<file path="src/rtl/esfa_host_controller.sv">
`default_nettype none
// ============================================================================
// Module   : esfa_host_controller
// Purpose  : Command/response front end for an ESFA cell array. Accepts
//            write-value, write-metadata and query commands, drives the ESFA
//            write strobe and query selector, and returns captured query
//            results through a valid/ready response channel.
// Options  : ESFA_HOST_STATS_EN - when defined, hit/miss query counters are
//            built; otherwise hit_count_o/miss_count_o are tied to zero.
// Revision : 1.0 - initial release
// ============================================================================
module esfa_host_controller #(
  parameter int SETTLE_CYCLES = 2   // cycles the selector is held before capture (1..15)
) (
  input  logic       clk_i,
  input  logic       reset_n_i,
  // command channel
  input  logic       cmd_valid_i,
  output logic       cmd_ready_o,
  input  logic [1:0] cmd_op_i,
  input  logic [7:0] cmd_index_i,
  input  logic [7:0] cmd_data_i,
  input  logic [7:0] cmd_selector_i,
  // response channel
  output logic       rsp_valid_o,
  input  logic       rsp_ready_i,
  output logic       rsp_bool_o,
  output logic [7:0] rsp_value_o,
  output logic       rsp_err_o,
  // ESFA array side
  output logic       esfa_willWrite_o,
  output logic       esfa_isMetadata_o,
  output logic [7:0] esfa_new_index_o,
  output logic [7:0] esfa_new_value_o,
  output logic [7:0] esfa_metadata_o,
  output logic [7:0] esfa_selector_o,
  input  logic       esfa_resultBool_i,
  input  logic [7:0] esfa_resultValue_i,
  // statistics
  output logic [15:0] hit_count_o,
  output logic [15:0] miss_count_o
);

  localparam logic [2:0] S_INIT   = 3'd0;
  localparam logic [2:0] S_IDLE   = 3'd1;
  localparam logic [2:0] S_WRITE  = 3'd2;
  localparam logic [2:0] S_SETTLE = 3'd3;
  localparam logic [2:0] S_RESP   = 3'd4;

  localparam logic [1:0] OP_WVAL  = 2'b00;
  localparam logic [1:0] OP_WMETA = 2'b01;
  localparam logic [1:0] OP_QUERY = 2'b10;

  // Settle count value at which the ESFA result is captured.
  localparam logic [3:0] SETTLE_LAST = 4'(SETTLE_CYCLES);

  logic [2:0] state_q, state_d;
  logic       init_seen_q, init_seen_d;   // one all-zero result already sampled in INIT
  logic [3:0] settle_cnt_q;

  logic       new_isMeta_q;
  logic [7:0] new_index_q, new_value_q, metadata_q, selector_q;
  logic       rsp_bool_q, rsp_err_q;
  logic [7:0] rsp_value_q;

  logic       accept;
  logic       capture;
  logic       result_zero;

  assign accept      = (state_q == S_IDLE) && cmd_valid_i;
  assign capture     = (state_q == S_SETTLE) && (settle_cnt_q == SETTLE_LAST);
  assign result_zero = !esfa_resultBool_i && (esfa_resultValue_i == 8'h00);

  // State register with asynchronous return to INIT.
  always_ff @(posedge clk_i or negedge reset_n_i) begin
    if (!reset_n_i) begin
      state_q     <= S_INIT;
      init_seen_q <= 1'b0;
    end else begin
      state_q     <= state_d;
      init_seen_q <= init_seen_d;
    end
  end

  // Next-state decode.
  always_comb begin
    state_d     = state_q;
    init_seen_d = 1'b0;
    case (state_q)
      S_INIT: begin
        // Two consecutive all-zero result samples mean the array is quiescent.
        if (result_zero) begin
          if (init_seen_q) state_d = S_IDLE;
          else             init_seen_d = 1'b1;
        end
      end
      S_IDLE: begin
        if (cmd_valid_i) begin
          case (cmd_op_i)
            OP_WVAL, OP_WMETA: state_d = S_WRITE;
            OP_QUERY:          state_d = S_SETTLE;
            default:           state_d = S_RESP;
          endcase
        end
      end
      S_WRITE:  state_d = S_IDLE;
      S_SETTLE: if (capture) state_d = S_RESP;
      S_RESP:   if (rsp_ready_i) state_d = S_IDLE;
      default:  state_d = S_INIT;
    endcase
  end

  // State-decoded handshake outputs; combinational so reset clears them at once.
  always_comb begin
    cmd_ready_o      = 1'b0;
    esfa_willWrite_o = 1'b0;
    rsp_valid_o      = 1'b0;
    case (state_q)
      S_IDLE:  cmd_ready_o      = 1'b1;
      S_WRITE: esfa_willWrite_o = 1'b1;
      S_RESP:  rsp_valid_o      = 1'b1;
      default: ;
    endcase
  end

  // Command field latching, settle counting and response capture.
  always_ff @(posedge clk_i or negedge reset_n_i) begin
    if (!reset_n_i) begin
      new_isMeta_q <= 1'b0;
      new_index_q  <= 8'h00;
      new_value_q  <= 8'h00;
      metadata_q   <= 8'h00;
      selector_q   <= 8'h00;
      settle_cnt_q <= 4'd0;
      rsp_bool_q   <= 1'b0;
      rsp_value_q  <= 8'h00;
      rsp_err_q    <= 1'b0;
    end else begin
      if (accept) begin
        case (cmd_op_i)
          OP_WVAL: begin
            new_index_q  <= cmd_index_i;
            new_value_q  <= cmd_data_i;
            new_isMeta_q <= 1'b0;
          end
          OP_WMETA: begin
            new_index_q  <= cmd_index_i;
            metadata_q   <= cmd_data_i;
            new_isMeta_q <= 1'b1;
          end
          OP_QUERY: begin
            selector_q   <= cmd_selector_i;
            settle_cnt_q <= 4'd1;
          end
          default: begin
            // Reserved op: canned error response, array untouched.
            rsp_err_q   <= 1'b1;
            rsp_bool_q  <= 1'b0;
            rsp_value_q <= 8'hFF;
          end
        endcase
      end else if (capture) begin
        rsp_bool_q  <= esfa_resultBool_i;
        rsp_value_q <= esfa_resultValue_i;
        rsp_err_q   <= 1'b0;
      end else if (state_q == S_SETTLE) begin
        settle_cnt_q <= settle_cnt_q + 4'd1;
      end
    end
  end

  assign esfa_isMetadata_o = new_isMeta_q;
  assign esfa_new_index_o  = new_index_q;
  assign esfa_new_value_o  = new_value_q;
  assign esfa_metadata_o   = metadata_q;
  assign esfa_selector_o   = selector_q;
  assign rsp_bool_o        = rsp_bool_q;
  assign rsp_value_o       = rsp_value_q;
  assign rsp_err_o         = rsp_err_q;

`ifdef ESFA_HOST_STATS_EN
  logic [15:0] hit_q, miss_q;

  // Saturating hit/miss counters, stepped once per captured query.
  always_ff @(posedge clk_i or negedge reset_n_i) begin
    if (!reset_n_i) begin
      hit_q  <= 16'h0000;
      miss_q <= 16'h0000;
    end else if (capture) begin
      if (esfa_resultBool_i) begin
        if (hit_q != 16'hFFFF) hit_q <= hit_q + 16'd1;
      end else begin
        if (miss_q != 16'hFFFF) miss_q <= miss_q + 16'd1;
      end
    end
  end

  assign hit_count_o  = hit_q;
  assign miss_count_o = miss_q;
`else
  assign hit_count_o  = 16'h0000;
  assign miss_count_o = 16'h0000;
`endif

endmodule
`default_nettype wire

</file>
<file path="config.mk">
export PLATFORM = sky130hd
export DESIGN_NAME = esfa_host_controller
export DESIGN_NICKNAME = d
export VERILOG_FILES = /design/src/rtl/esfa_host_controller.sv
export SDC_FILE = /design/constraint.sdc
export NUM_CORES = 1
export LEC_CHECK = 0
export CORE_ASPECT_RATIO = 1.25
export CORE_UTILIZATION = 45
export CTS_BUF_LIST = sky130_fd_sc_hd__clkbuf_2 sky130_fd_sc_hd__clkbuf_4 sky130_fd_sc_hd__clkbuf_8
export CTS_CLUSTER_DIAMETER = 60
export CTS_CLUSTER_SIZE = 16
export DETAILED_ROUTE_END_ITERATION = 7
export HOLD_SLACK_MARGIN = 0.02
export PLACE_DENSITY = 0.88
export SKIP_LAST_GASP = 1
export SYNTH_ARGS = -nofsm -noshare
export SYNTH_HDL_FRONTEND = slang
export SYNTH_SLANG_ARGS = --single-unit
</file>
<file path="constraint.sdc">
create_clock -name clk_i -period 4.3 [get_ports clk_i]
set_input_delay 0.86 -clock clk_i [delete_from_list [all_inputs] [get_ports clk_i]]
set_output_delay 0.86 -clock clk_i [all_outputs]
set_load 0.005 [all_outputs]
</file>
==> After elaboration in Yosys (flattened, before gate mapping) <==
Index checks and enable logic that the tools add are counted.
{ "totals": {"reg_bits": 51, "in_bits": 39, "out_inout_bits": 78, "elab_cells": 74} }
{ "classes": {"addsub": 1, "n_eq_ne": 15, "muxes": 27, "reduce_logical": 20} }
{ "op_table": {"columns": ["cell", "n"], "rows": [
  ["8-bit 2-to-1 mux", 3],
  ["4-bit 2-to-1 mux", 4],
  ["3-bit 2-to-1 mux", 5],
  ["3-bit one-hot mux with 5 select lines", 1],
  ["2-bit inequality test (second input constant)", 7],
  ["1-bit 2-to-1 mux", 12],
  ["2-bit AND reduction", 6],
  ["8-bit logical NOT", 1],
  ["3-bit by 2-bit == test with 1-bit output (second input constant)", 2],
  ["3-bit one-hot mux with 2 select lines", 1],
  ["2-bit nonzero test", 3],
  ["5-bit AND reduction", 1],
  ["4-bit by 1-bit adder with 4-bit output (second input constant)", 1],
  ["4-bit by 2-bit == test with 1-bit output (second input constant)", 1],
  ["3-bit by 1-bit == test with 1-bit output (second input constant)", 1],
  ["3-bit == test (second input constant)", 1],
  ["1-bit logical AND", 3],
  ["3-bit logical NOT", 1],
  ["3-bit AND reduction", 1],
  ["3-bit OR reduction", 1],
  ["2-bit by 1-bit == test with 1-bit output (second input constant)", 1],
  ["2-bit == test (second input constant)", 1],
  ["2-bit logical NOT", 1],
  ["2-bit by 1-bit inequality test with 1-bit output (second input constant)", 1],
  ["3 further kinds", 3]
]} }

==> Depth between registers and ports, before layout <==
{ "depth": {"depth_word": 5, "depth_mapped": 6} }

==> Worst setup path before layout <==
OpenSTA, ideal clock, no wires.
{ "synth_path": {"kind": "input -> register", "startpoint": "input cmd_valid_i", "endpoint": "register metadata_q[0] (netlist: esfa_metadata_o[0])", "setup_time_ps": 125, "t_arrival_ps": 1903, "t_required_ps": 4175, "setup_slack_ps": 2272, "stages": 5, "n_path_buf": 2, "cell_sequence": "nand4bb_1 buf_6 or3b_1 buf_6 mux2_4"} }
{ "synth_between": {"elab_chain_len": 2} }
{ "synth_lines": {"columns": ["element", "line_no", "text"], "rows": [
  ["start, declared", "18", "input logic cmd_valid_i,"],
  ["1-bit logical AND", "70", "assign accept = (state_q == S_IDLE) && cmd_valid_i;"],
  ["2-bit AND reduction (no source line)", null, null],
  ["end signal, assigned", "148", "metadata_q <= cmd_data_i;"],
  ["end, declared", "62", "logic [7:0] new_index_q, new_value_q, metadata_q, selector_q;"]
]} }
Every way passes these cells.
A chain may end at the register's enable or synchronous reset.

==> Final worst setup path <==
{ "layout_path": {"startpoint": "input cmd_valid_i", "endpoint": "register metadata_q[2] (netlist: esfa_metadata_o[2])"} }
Same word-level chain as after synthesis.

==> summary.md <==
| Metric | Value |
|---|---|
| Status | finished clean |
| Final-report hold violation count | 0 |
| Wire length of the first global-routing pass | ~8 mm |
| Final setup violation count | 0 |
| Cell Chain, Critical Path | clkdlybuf4s50_1 > nand4bb_1 > or3b_1 > mux2_4 |
| Tcrit/Tclk final | 0.619 |
| Switching power share of the total | 0.221 |
| Cell type contributing the most total cell area after synthesis | dfrtp_1 |
| Multiplexer share of the synthesized area | 0.168 |
| Number of buffers created by CTS | 5 |
| Synthesized netlist cell count | roughly 180 |
| Width of the chip | 67.0 µm |
| Worst Path Arrival | 2840 ps |
| TritonCTS clock tree | yes |
| Unrepaired setup endpoints after global routing | no |
| Max Cap Viol | 0 |
| Fill cell total of the finished layout | a little under 400 |
| Proportion of synthesized flip-flops having asynchronous set or reset | 1.00 |
| Clock network fraction of design power | 0.342 |
| Die outline height | roughly 83 µm |
| Headroom to the max-slew limit | 0.247 |
| Post-Synth XOR/XNOR Area | 0 |
| I/O Buffers | 84 |
| Maximum net fanout on the critical path | 9 |
| Primary flip-flop cell chosen by synthesis mapping | dfrtp_1 |
| Number of H-tree levels | 2 |
| Launch instance of the worst register-to-register path | state_q[2]$_DFFE_PN0P_ |
| Synthesized-area fraction occupied by adder cells | 0.0105 |
| Post-detailed-route count of antenna-violating nets | 0 |
| Clock latency of the later-clocked register in the worst-skew pair | 300 ps |
| Worst Setup Path Type | in2reg |
| Final worst path period need | 2660 ps |
| Initial antenna violation count | 0 |
| Required arrival time at the worst endpoint | 4480 ps |
| Area share of the largest cell type after synthesis | 0.536 |
| Final std cells w/o fill | about 330 |
| Area of the die | 5590 µm² |
| Worst R2R Setup Slack | 2100 ps |
| Mapped Avg Cell Area | between 10 and 15 µm² |
| Critical path startpoint | cmd_valid_i |
| Setup TNS | 0 ps |
| Critical Path Sink | esfa_metadata_o[2]$_DFFE_PN0P_ |
| Post-route DRC violation count | 0 |
| Layout overhead on the synthesized area | 35.9% |
| Largest cells by area after synthesis | dfrtp_1 54%, mux2_2 11%, buf_4 10%, mux2_4 5.0%, o22a_1 2.9% |
| Number of pins exceeding their max-slew limit in the final report | 0 |
| Sequential-to-total area share from yosys stat | 0.536 |
| Hold Buf Count CTS | 0 |
| Tightest hold margin | 508 ps |
| Standard cell core area | a little over 5000 µm² |
| Gpl congestion | 0.807 |
| DRC marker count from the first detailed-route iteration | 20 |
| Type of origin of the critical path | input port |
| Max Clock Freq | roughly 0.38 GHz |
| Pin slew with the least headroom to its limit | ~1100 ps |
| Number of iterations in the first detailed-routing pass | 4 |
| Final layout net count | 310 |
| Type of destination of the critical path | register |
| # placed instances | about 320 |
| Area of the mapped netlist | roughly 2400 µm² |
| Reg-to-reg critical path endpoint | esfa_metadata_o[2]$_DFFE_PN0P_ |
| Antenna diode count | 0 |
| Leading cell type by number of instances after synthesis | dfrtp_1 |
| Net switching power figure | 189 µW |
| Final core area utilization | 0.637 |
| Total half-perimeter wirelength after legalization and detailed placement | around 3.7 mm |
| Worst Skew | roughly 8.2 ps |
| Number of flip-flops and latches in the synthesized netlist | 51 |
| Buffer type at the clock tree root | clkbuf_8 |
| Comb pwr share | 0.088 |
| Io pins | 117 |
| Overall fraction of global-route tracks in use | 0.188 |
| Clk buf depth | 2 |
| Total routed wirelength | just under 5 mm |
| Worst vdd rail ir drop | 0.269 mV |
| Logic depth of the worst register-to-register path | 3 |
| Total grt overflow | 0 |
| PostCTS Resize Cnt | 0 |
| Critical Path Slowest Stage Cell | or3b_1 |
| Routed length per placed instance | 14.6 µm |
| Standard-cell rows | 29 |
| Sequential share of power | 0.570 |
| Pwr Total | between 800 and 900 µW |
| Basic-gate share of the synthesized area counting and, or, nand and nor cells | 0.0899 |
| Ys Warns | 0 |
| Worst min-delay path category | reg2reg |
| Share of post-route cells with drive strength above 1 | 0.170 |
| Starting utilization of the core area | 0.468 |
| Leading post-synthesis cells by instance count | 51 x dfrtp_1, 33 x buf_4, 24 x mux2_2 |
| Leak Pwr | roughly 0.0015 µW |
| Critical Path Max Stage Delay | between 700 and 800 ps |
| Largest net degree at the start of global routing | 52 |
| Main combinational cell family by area after synthesis | multiplexers |
| Clock Pin Slew Worst Setup and Hold Paths | approximately 90 ps |
| Internal power of the cells | roughly 670 µW |
| Vias in the first global route | approximately 1,700 |
| Drt via density | 4.97 |
| Total number of clock tree sinks | 51 |
| Power density cells | about 260 nW/µm² |
| Fraction of the mapped netlist area in compound gates | 0.0736 |
| Post-CTS setup buffer count | 0 |
| Count of flip-flops with a built-in enable after synthesis | 0 |
| Synth cell types | 37 |
| Vias after detailed routing | roughly 1,700 |
==> cell families after synthesis <==
kind of cell,after synthesis
buffers and inverters,39
AO/OA/AOI/OAI,23
flip-flops,51
multiplexers,33
AND/OR/NAND/NOR,34
adder cells (fa/ha/maj),2
other,1
==> registers in the layout (all words and copies together) (netlist names) <==
signal,count
init_seen_q,1
rsp_err_o,1
esfa_selector_o,8
state_q,3
esfa_new_value_o,8
esfa_isMetadata_o,1
rsp_bool_o,1
settle_cnt_q,4
esfa_metadata_o,8
esfa_new_index_o,8
rsp_value_o,8
==> stage by stage <==
stage	cell area (µm²)	worst slack [ps]
finish	3230	1640
global route	3230	1530
CTS	3230	1620
detailed placement	3140	1320
global placement	3140	1370
floorplan	2500	2270
==> power groups by stage <==
stage               registers (µW)  clock network (µW)  logic [µW]
detailed placement             498                   0        75.9
global route                   490                 313        83.9
global placement               498                   0        74.3
CTS                            489                 300        76.1
finish                         489                 293        75.6
floorplan                      498                   0        35.7
==> critical path: cells and delay by family <==
kind,cells,cell delay (ps)
muxes,1,380
buffers and inverters,1,490
and+or+nand+nor,2,1100
==> area by class of cell <==
class,instances,area [µm²],share of cell area
clock buffer,7,90.1,0.0279
sequential,51,1280,0.395
inverter,3,11.3,0.00348
clock inverter,1,8.76,0.00271
tap,62,77.6,0.0240
timing repair buffer,84,836,0.258
multi-input combinational,124,935,0.289
==> worst min-delay path by stage <==
stage / startpoint / endpoint / slack (ps) / cells after the start
final: esfa_new_index_o[0]$_DFFE_PN0P_ / esfa_new_index_o[0]$_DFFE_PN0P_ / 510 / 1
after global routing: esfa_new_index_o[4]$_DFFE_PN0P_ / esfa_new_index_o[4]$_DFFE_PN0P_ / 530 / 1
after CTS: esfa_new_index_o[0]$_DFFE_PN0P_ / esfa_new_index_o[0]$_DFFE_PN0P_ / 520 / 1
after detailed placement: esfa_new_index_o[0]$_DFFE_PN0P_ / esfa_new_index_o[0]$_DFFE_PN0P_ / 490 / 1
after global placement: rsp_value_o[2]$_DFFE_PN0P_ / rsp_value_o[2]$_DFFE_PN0P_ / 470 / 1
after floorplan: settle_cnt_q[3]$_DFFE_PN0P_ / settle_cnt_q[3]$_DFFE_PN0P_ / 450 / 1
==> metal layers <==
| metal | track usage | wire (µm) | vias to the layer above | share of wire |
|---|---|---|---|---|
| met3 | 0.0536 | 290 | 8 | 0.060 |
| met2 | 0.319 | 2600 | 65 | 0.54 |
| li1 | - | - | 752 | - |
| met1 | 0.226 | 1900 | 826 | 0.39 |
| met4 | 0.0503 | 70 | 0 | 0.014 |
| met5 | 0 | 0 | - | 0 |
==> layout by cell type, fill, tap and decap left out, drive strengths merged <==
cell           instances
a21o                   1
and2                   1
clkdlybuf4s50         83
nor2                   4
ha                     2
and3b                  1
nand2                  6
inv                    3
o21ai                  4
or3                    1
clkbuf                 7
o22a                   8
nand4                  1
nor3b                  3
mux2                  32
or4                    2
mux2i                  1
nand3                  2
buf                    1
nor3                   2
a2111o                 1
conb                  32
a21oi                  4
o2bb2ai                2
nor4                   2
clkinv                 1
or3b                   2
nand4bb                1
dfrtp                 51
o22ai                  1
nand3b                 2
a2bb2oi                1
a21boi                 1
nand2b                 4
Power figures use the tool's default switching activity.
